## config.mk

```make
export PLATFORM = sky130hd
export DESIGN_NAME = pulse_pattern_scheduler
export DESIGN_NICKNAME = d
export VERILOG_FILES = /design/src/rtl/pulse_pattern_scheduler.sv
export SDC_FILE = /design/constraint.sdc
export NUM_CORES = 1
export LEC_CHECK = 0
export ABC_CLOCK_PERIOD_IN_PS = 4000
export BUFFER_PORTS_ARGS = -buffer_cell sky130_fd_sc_hd__buf_2
export CAP_MARGIN = 20
export CELL_PAD_IN_SITES_DETAIL_PLACEMENT = 0
export CELL_PAD_IN_SITES_GLOBAL_PLACEMENT = 1
export CORE_ASPECT_RATIO = 1.25
export CORE_MARGIN = 2
export CORE_UTILIZATION = 40
export CTS_CLUSTER_DIAMETER = 100
export DETAILED_ROUTE_END_ITERATION = 8
export GPL_TIMING_DRIVEN = 0
export PLACE_DENSITY_LB_ADDON = 0.1
export REMOVE_ABC_BUFFERS = 1
export SLEW_MARGIN = 20
export SYNTH_ARGS = -nofsm -noshare
export SYNTH_HDL_FRONTEND = slang
export SYNTH_SLANG_ARGS = --single-unit
```

## constraint.sdc

```tcl
create_clock -name Clk -period 4 [get_ports Clk]
set_input_delay 0.4 -clock Clk [delete_from_list [all_inputs] [get_ports Clk]]
set_output_delay 0.4 -clock Clk [all_outputs]
set_load 0.02 [all_outputs]
```

## src/rtl/pulse_pattern_scheduler.sv

```systemverilog
// Two-requester round-robin job scheduler: serialises a captured pattern MSB first, reps+1 times, then idles GAP cycles.
// Grant edge -> gnt and first pulse bit the next cycle; requests are sampled only while idle (held by requester, never queued).
module pulse_pattern_scheduler #(
  parameter int WIDTH = 8,
  parameter int GAP   = 2
) (
  input  logic             Clk,
  input  logic             reset,
  input  logic             req0,
  input  logic [WIDTH-1:0] value0,
  input  logic [3:0]       reps0,
  input  logic             req1,
  input  logic [WIDTH-1:0] value1,
  input  logic [3:0]       reps1,
  output logic             gnt0,
  output logic             gnt1,
  output logic             owner,
  output logic             busy,
  output logic             pulse,
  output logic             done
);

  localparam int CW = (WIDTH > 1) ? $clog2(WIDTH) : 1;
  localparam int GW = (GAP > 1) ? $clog2(GAP) : 1;
  localparam logic [CW-1:0] BIT_LAST = CW'(WIDTH - 1);
  localparam logic [GW-1:0] GAP_LAST = GW'((GAP > 0) ? GAP - 1 : 0);

  typedef enum logic [1:0] {S_IDLE, S_SHIFT, S_GAP} state_t;

  state_t           state_q, state_d;
  logic [WIDTH-1:0] shift_q, shift_d;
  logic [WIDTH-1:0] pat_q, pat_d;
  logic [3:0]       reps_q, reps_d;
  logic [CW-1:0]    bit_q, bit_d;
  logic [GW-1:0]    gap_q, gap_d;
  logic             last_q, last_d;
  logic             owner_q, owner_d;
  logic             gnt0_q, gnt0_d;
  logic             gnt1_q, gnt1_d;
  logic             busy_q, busy_d;
  logic             pulse_q, pulse_d;
  logic             done_q, done_d;
  logic             win;

  always_comb begin
    state_d = state_q;
    shift_d = shift_q;
    pat_d   = pat_q;
    reps_d  = reps_q;
    bit_d   = bit_q;
    gap_d   = gap_q;
    last_d  = last_q;
    owner_d = owner_q;
    gnt0_d  = 1'b0;
    gnt1_d  = 1'b0;
    done_d  = 1'b0;
    win     = 1'b0;
    case (state_q)
      S_IDLE: begin
        if (req0 || req1) begin
          // On a tie the requester not served last wins
          win     = (req0 && req1) ? ~last_q : req1;
          pat_d   = win ? value1 : value0;
          reps_d  = win ? reps1 : reps0;
          shift_d = pat_d;
          bit_d   = '0;
          owner_d = win;
          last_d  = win;
          gnt0_d  = ~win;
          gnt1_d  = win;
          state_d = S_SHIFT;
        end
      end
      S_SHIFT: begin
        if (bit_q == BIT_LAST) begin
          if (reps_q != 4'd0) begin
            shift_d = pat_q;
            reps_d  = reps_q - 4'd1;
            bit_d   = '0;
          end else begin
            shift_d = '0;
            gap_d   = '0;
            done_d  = 1'b1;
            state_d = (GAP > 0) ? S_GAP : S_IDLE;
          end
        end else begin
          shift_d = shift_q << 1;
          bit_d   = bit_q + 1'b1;
        end
      end
      S_GAP: begin
        if (gap_q == GAP_LAST) begin
          state_d = S_IDLE;
        end else begin
          gap_d = gap_q + 1'b1;
        end
      end
      default: state_d = S_IDLE;
    endcase
    busy_d  = (state_d != S_IDLE);
    pulse_d = (state_d == S_SHIFT) && shift_d[WIDTH-1];
  end

  always_ff @(posedge Clk) begin
    if (reset) begin
      state_q <= S_IDLE;
      shift_q <= '0;
      pat_q   <= '0;
      reps_q  <= '0;
      bit_q   <= '0;
      gap_q   <= '0;
      last_q  <= 1'b1;
      owner_q <= 1'b0;
      gnt0_q  <= 1'b0;
      gnt1_q  <= 1'b0;
      busy_q  <= 1'b0;
      pulse_q <= 1'b0;
      done_q  <= 1'b0;
    end else begin
      state_q <= state_d;
      shift_q <= shift_d;
      pat_q   <= pat_d;
      reps_q  <= reps_d;
      bit_q   <= bit_d;
      gap_q   <= gap_d;
      last_q  <= last_d;
      owner_q <= owner_d;
      gnt0_q  <= gnt0_d;
      gnt1_q  <= gnt1_d;
      busy_q  <= busy_d;
      pulse_q <= pulse_d;
      done_q  <= done_d;
    end
  end

  assign gnt0  = gnt0_q;
  assign gnt1  = gnt1_q;
  assign owner = owner_q;
  assign busy  = busy_q;
  assign pulse = pulse_q;
  assign done  = done_q;

endmodule

```

# After elaboration in Yosys (flattened, before gate mapping)
# Index checks and enable logic that the tools add are counted.
dict set report totals {
  register_bits 33
  in_bits 28
  out_inout_bits 6
  wordCells 72
}
dict set report classes {
  addsub 3
  eq_ne 9
  n_mux 25
  bitwise 6
  reduce_logical 15
}
# cell n
set ops {}
lappend ops {{8-bit 2-to-1 mux} 4}
lappend ops {{4-bit 2-to-1 mux} 4}
lappend ops {{8-bit case mux with 2 select lines} 1}
lappend ops {{3-bit 2-to-1 mux} 3}
lappend ops {{2-bit 2-to-1 mux} 4}
lappend ops {{2-bit inequality test, second input constant} 4}
lappend ops {{4-bit case mux with 2 select lines} 1}
lappend ops {{1-bit inverter} 6}
lappend ops {{2-bit case mux with 3 select lines} 1}
lappend ops {{3-bit case mux with 2 select lines} 1}
lappend ops {{3-bit AND reduction} 2}
lappend ops {{2-bit nonzero test} 3}
lappend ops {{3-bit OR reduction} 2}
lappend ops {{1-bit 2-to-1 mux} 5}
lappend ops {{2-bit by 1-bit == test with 1-bit output, second input constant} 2}
lappend ops {{2-bit AND reduction} 2}
lappend ops {{4-bit AND reduction} 1}
lappend ops {{4-bit nonzero test} 1}
lappend ops {{4-bit by 1-bit subtractor with 4-bit output, second input constant} 1}
lappend ops {{3-bit by 1-bit adder with 3-bit output, second input constant} 1}
lappend ops {{3-bit == test, second input constant} 1}
lappend ops {{3-bit inequality test, second input constant} 1}
lappend ops {{2-bit == test, second input constant} 1}
lappend ops {{1-bit logical AND} 2}
lappend ops {{4 further kinds} 4}

# Depth between registers and ports, before layout
dict set report logic_depth {
  depth_word 6
  mapped_depth 7
  mapped_depth_nobuf 6
}

# Worst setup path after synthesis
# Ideal clock, no wire load.
dict set report synth_timing {
  kind {flip-flop to flip-flop}
  startpoint {reg bit_q[0]}
  endpoint {reg reps_q[2]}
  setup_time_ns 0.117
  arrival_ns 1.489
  required_time_ns 3.883
  path_slack_ns 2.393
  path_stages_with_launch 8
  path_buffers 1
  period_less_slack_ns 1.607
  cell_sequence {dfxtp_1 > ha_1 > ha_1 > buf_2 > nand3b_1 > o32ai_2 > o21ai_0 > a32o_1}
}
dict set report synth_between {
  elab_chain_len 3
}
# element line_no
set synth_rtl {}
lappend synth_rtl {{start, declared} 34} ;# logic [CW-1:0] bit_q, bit_d;
lappend synth_rtl {{start signal, assigned} 124} ;# bit_q <= bit_d;
lappend synth_rtl {{3-bit == test} 75} ;# if (bit_q == BIT_LAST) begin
lappend synth_rtl {{2-bit inequality test (no source line)} -}
lappend synth_rtl {{4-bit AND reduction (no source line)} -}
lappend synth_rtl {{end signal, assigned} 123} ;# reps_q <= reps_d;
lappend synth_rtl {{end, declared} 33} ;# logic [3:0] reps_q, reps_d;
# Every way passes these cells.
# A chain may end at the register's enable or synchronous reset.

# Worst setup path after layout
dict set report layout_timing {
  startpoint {reg bit_q[0]}
  endpoint {reg reps_q[3]}
}
# Same word-level chain as after synthesis.

==> flow_metrics.py <==
metrics = {
    "routing": {
        "dr.pass1.iters": 4,
        "wl_mm": 3.82,
        "ant_nets": 0,
        "post_drt_via_cell_ratio": 5.51,
        "drc": 0,
        "wl_per_cell_um": 14.9,
        "num_vias": 1410,
        "drt_iter0_markers": 44,
    },
    "sta": {
        "drv_slew": 0,
        "tightest_slew_ns": 0.892,
        "relSlewSlack_pct": 40.2,
        "tns_ns": 0,
        "hold_ws_ns": 0.412,
        "period_share_pct": 55.4,
        "setup_viol": 0,
        "rsz0062_at_grt": "false",
        "finClkSkew_ns": 0.00589,
        "clock.fmax_mhz": 451,
        "fin_crit_ns": 2.22,
        "finalHoldViolCount": 0,
    },
    "floorplan": {
        "die_h_um": 74.5,
        "ios": 34,
        "die_area_um2": 4500,
        "start_util_pct": 42.0,
        "fp.coreArea_um2": 3780,
        "die_w_um": 60.4,
        "rows": 25,
    },
    "logic_synthesis": {
        "synthFlopType": "dfxtp_1",
        "synth-async-reset-ratio_pct": 0,
        "synth.area.top_cells": "dfxtp_1 (42%), mux2_2 (5.7%), nand2_1 (4.2%)",
        "synth-edff-count": 0,
        "synth_top_area_share_pct": 41.5,
        "synth_area_per_cell_um2": 8.93,
        "ys_seq_elements": 33,
        "synth_warnings": 0,
        "yosys.area.top_type": "dfxtp_1",
        "seq_area_frac_synth_pct": 41.5,
        "syn_inst": 178,
        "synthesis.area_um2": 1590,
        "ys_types": 38,
    },
    "clocking": {
        "cts_made_buffers": 5,
        "clk_pin_slew_ns": 0.06,
        "cts_resized": 0,
        "clock_latency_ns": 0.28,
        "ctsHoldBuffers": 0,
        "cts.path.max_buffers": 2,
        "clockRootBuffer": "clkbuf_8",
        "postCtsSetupRepairBufs": 0,
        "cts_tree": "built",
        "cts_num_sinks": 33,
        "cts_htree_levels": 2,
    },
    "layout": {
        "drive_above_1_share_pct": 25.7,
        "nets": 234,
        "mostFrequentLayoutCells": "dfxtp_1 (33), buf_2 (33), nand2_1 (18), nor2_1 (15), a21oi_1 (12)",
        "area_growth_pct": 15.2,
        "utilization_pct": 48.4,
        "finish.instance_area_um2": 1830,
        "num_antenna_cells": 0,
    },
    "global_route": {
        "gr-total-overflow": 0,
        "antenna_found_initial": 0,
        "grt.total_usage_pct": 18.7,
        "grt_pass1_vias": 1401,
        "grt_pass1_wl_mm": 6.16,
        "grt_max_degree": 30,
    },
    "placed_design": {
        "postPlaceCellArea_um2": 1760,
        "port_buffers": 33,
        "place_congestion": 0.742,
        "dp_hpwl_mm": 2.56,
    },
    "worst_setup_path": {
        "cp_slowest_cell": "ha_1",
        "cp_common_cell": "ha_1",
        "endpoint_kind": "flop",
        "setup.worst_path.start_class": "flop",
        "path_class": "reg2reg",
        "cp_max_fo": 19,
        "path_cells": "ha_1 -> ha_1 -> nand3b_1 -> o32ai_2 -> o21ai_0 -> a32o_1",
        "cpPeakStageDelay_ns": 0.64,
        "cp_top_family": "adder cells",
        "cp.buffers_inverters": 0,
        "cp.required_ns": 4.17,
        "arrival_ns": 2.39,
    },
    "power": {
        "power.leakage_uw": 0.000730,
        "powerDensity_nw_per_um2": 392,
        "finalPower_uw": 718,
        "ir_worst_vdd_v": 0.000230,
    },
    "job": {
        "cap_violations": 0,
    },
    "outcome": {
        "status": "complete, no violations",
    },
    "min_path": {
        "hold_path_class": "in2reg",
    },
}
==> routing by layer <==
metal  track usage [%]  part of all wire (%)
met1              20.4                    45
met2              33.6                    49
met3              4.17                   4.0
met4              8.64                   2.0
met5                 0                     0
==> synth_stat cells (2+ instances only) <==
| master | count |
|---|---|
| dfxtp_1 | 33 |
| nand2_1 | 18 |
| nor2_1 | 15 |
| a21oi_1 | 12 |
| mux2_2 | 8 |
| buf_2 | 7 |
| nor3_1 | 7 |
| nor3b_1 | 7 |
| a311oi_1 | 6 |
| a41oi_1 | 6 |
| clkbuf_1 | 6 |
| inv_1 | 6 |
| o21ai_0 | 6 |
| and2_1 | 3 |
| ha_1 | 3 |
| mux2i_1 | 3 |
| o211ai_1 | 3 |
| a211oi_1 | 2 |
| a31oi_1 | 2 |
| a32o_1 | 2 |
| a32oi_1 | 2 |
| and3_1 | 2 |
| buf_4 | 2 |
| nand3b_1 | 2 |
| nor2b_1 | 2 |
==> worst paths after layout <==
kind	cells after the start	slack, ns	from	end
min reg2reg	2	0.45	owner	owner
max	6	1.78	bit_q[0]	reps_q[3]
min	3	0.41	reps1[0]	reps_q[0]
max reg2reg	6	1.78	bit_q[0]	reps_q[3]
==> power by group <==
part           switching, uW  internal [uW]  total [uW]
Sequential              13.9            352         366
Combinational           70.7           52.9         124
Clock                    114            114         229
==> worst register-to-register path: cells and delay by family, from the launching register on <==
family / cells / cell delay (ns)
AND/OR/NAND/NOR: 1 / 0.17
flip-flops: 1 / 0.35
adder cells (fa/ha/maj): 2 / 0.80
AO/OA/AOI/OAI: 3 / 0.77
==> per-stage QoR <==
step           instances  worst slack, ns
3_3_place_gp         250             1.76
3_5_place_dp         250             1.82
2_1_floorplan        163             2.18
4_1_cts              256             1.81
6_report             256             1.78
5_1_grt              256             1.62
==> flip-flops by register name (all words and copies together), names as in the netlist <==
name and cells:
bit_q 3, busy 1, done 1, gap_q 1, gnt0 1, gnt1 1, last_q 1, owner 1
pat_q 8, pulse 1, reps_q 4, shift_q 8, state_q 2
==> area by class of cell <==
type	instances	area, um2
Clock inverter	1	5.00
Clock buffer	5	68.8
Sequential cell	33	661
Multi-Input combinational cell	124	842
Fill cell	385	1950
Timing Repair Buffer	33	165
Tap cell	54	67.6
Inverter	6	22.5
==> cells by family (layout without fill, tap and decap cells) <==
logic type                 Yosys count  after routing  share of synthesized area [%]
and+or+nand+nor                     63             63                           20.4
AOI/OAI and AO/OA                   47             47                           22.2
DFF                                 33             33                           41.5
buffers and inverters               21             45                           5.98
muxes                               11             11                           7.55
adders and majority gates            3              3                           2.36
Power figures use the tool's default switching activity.
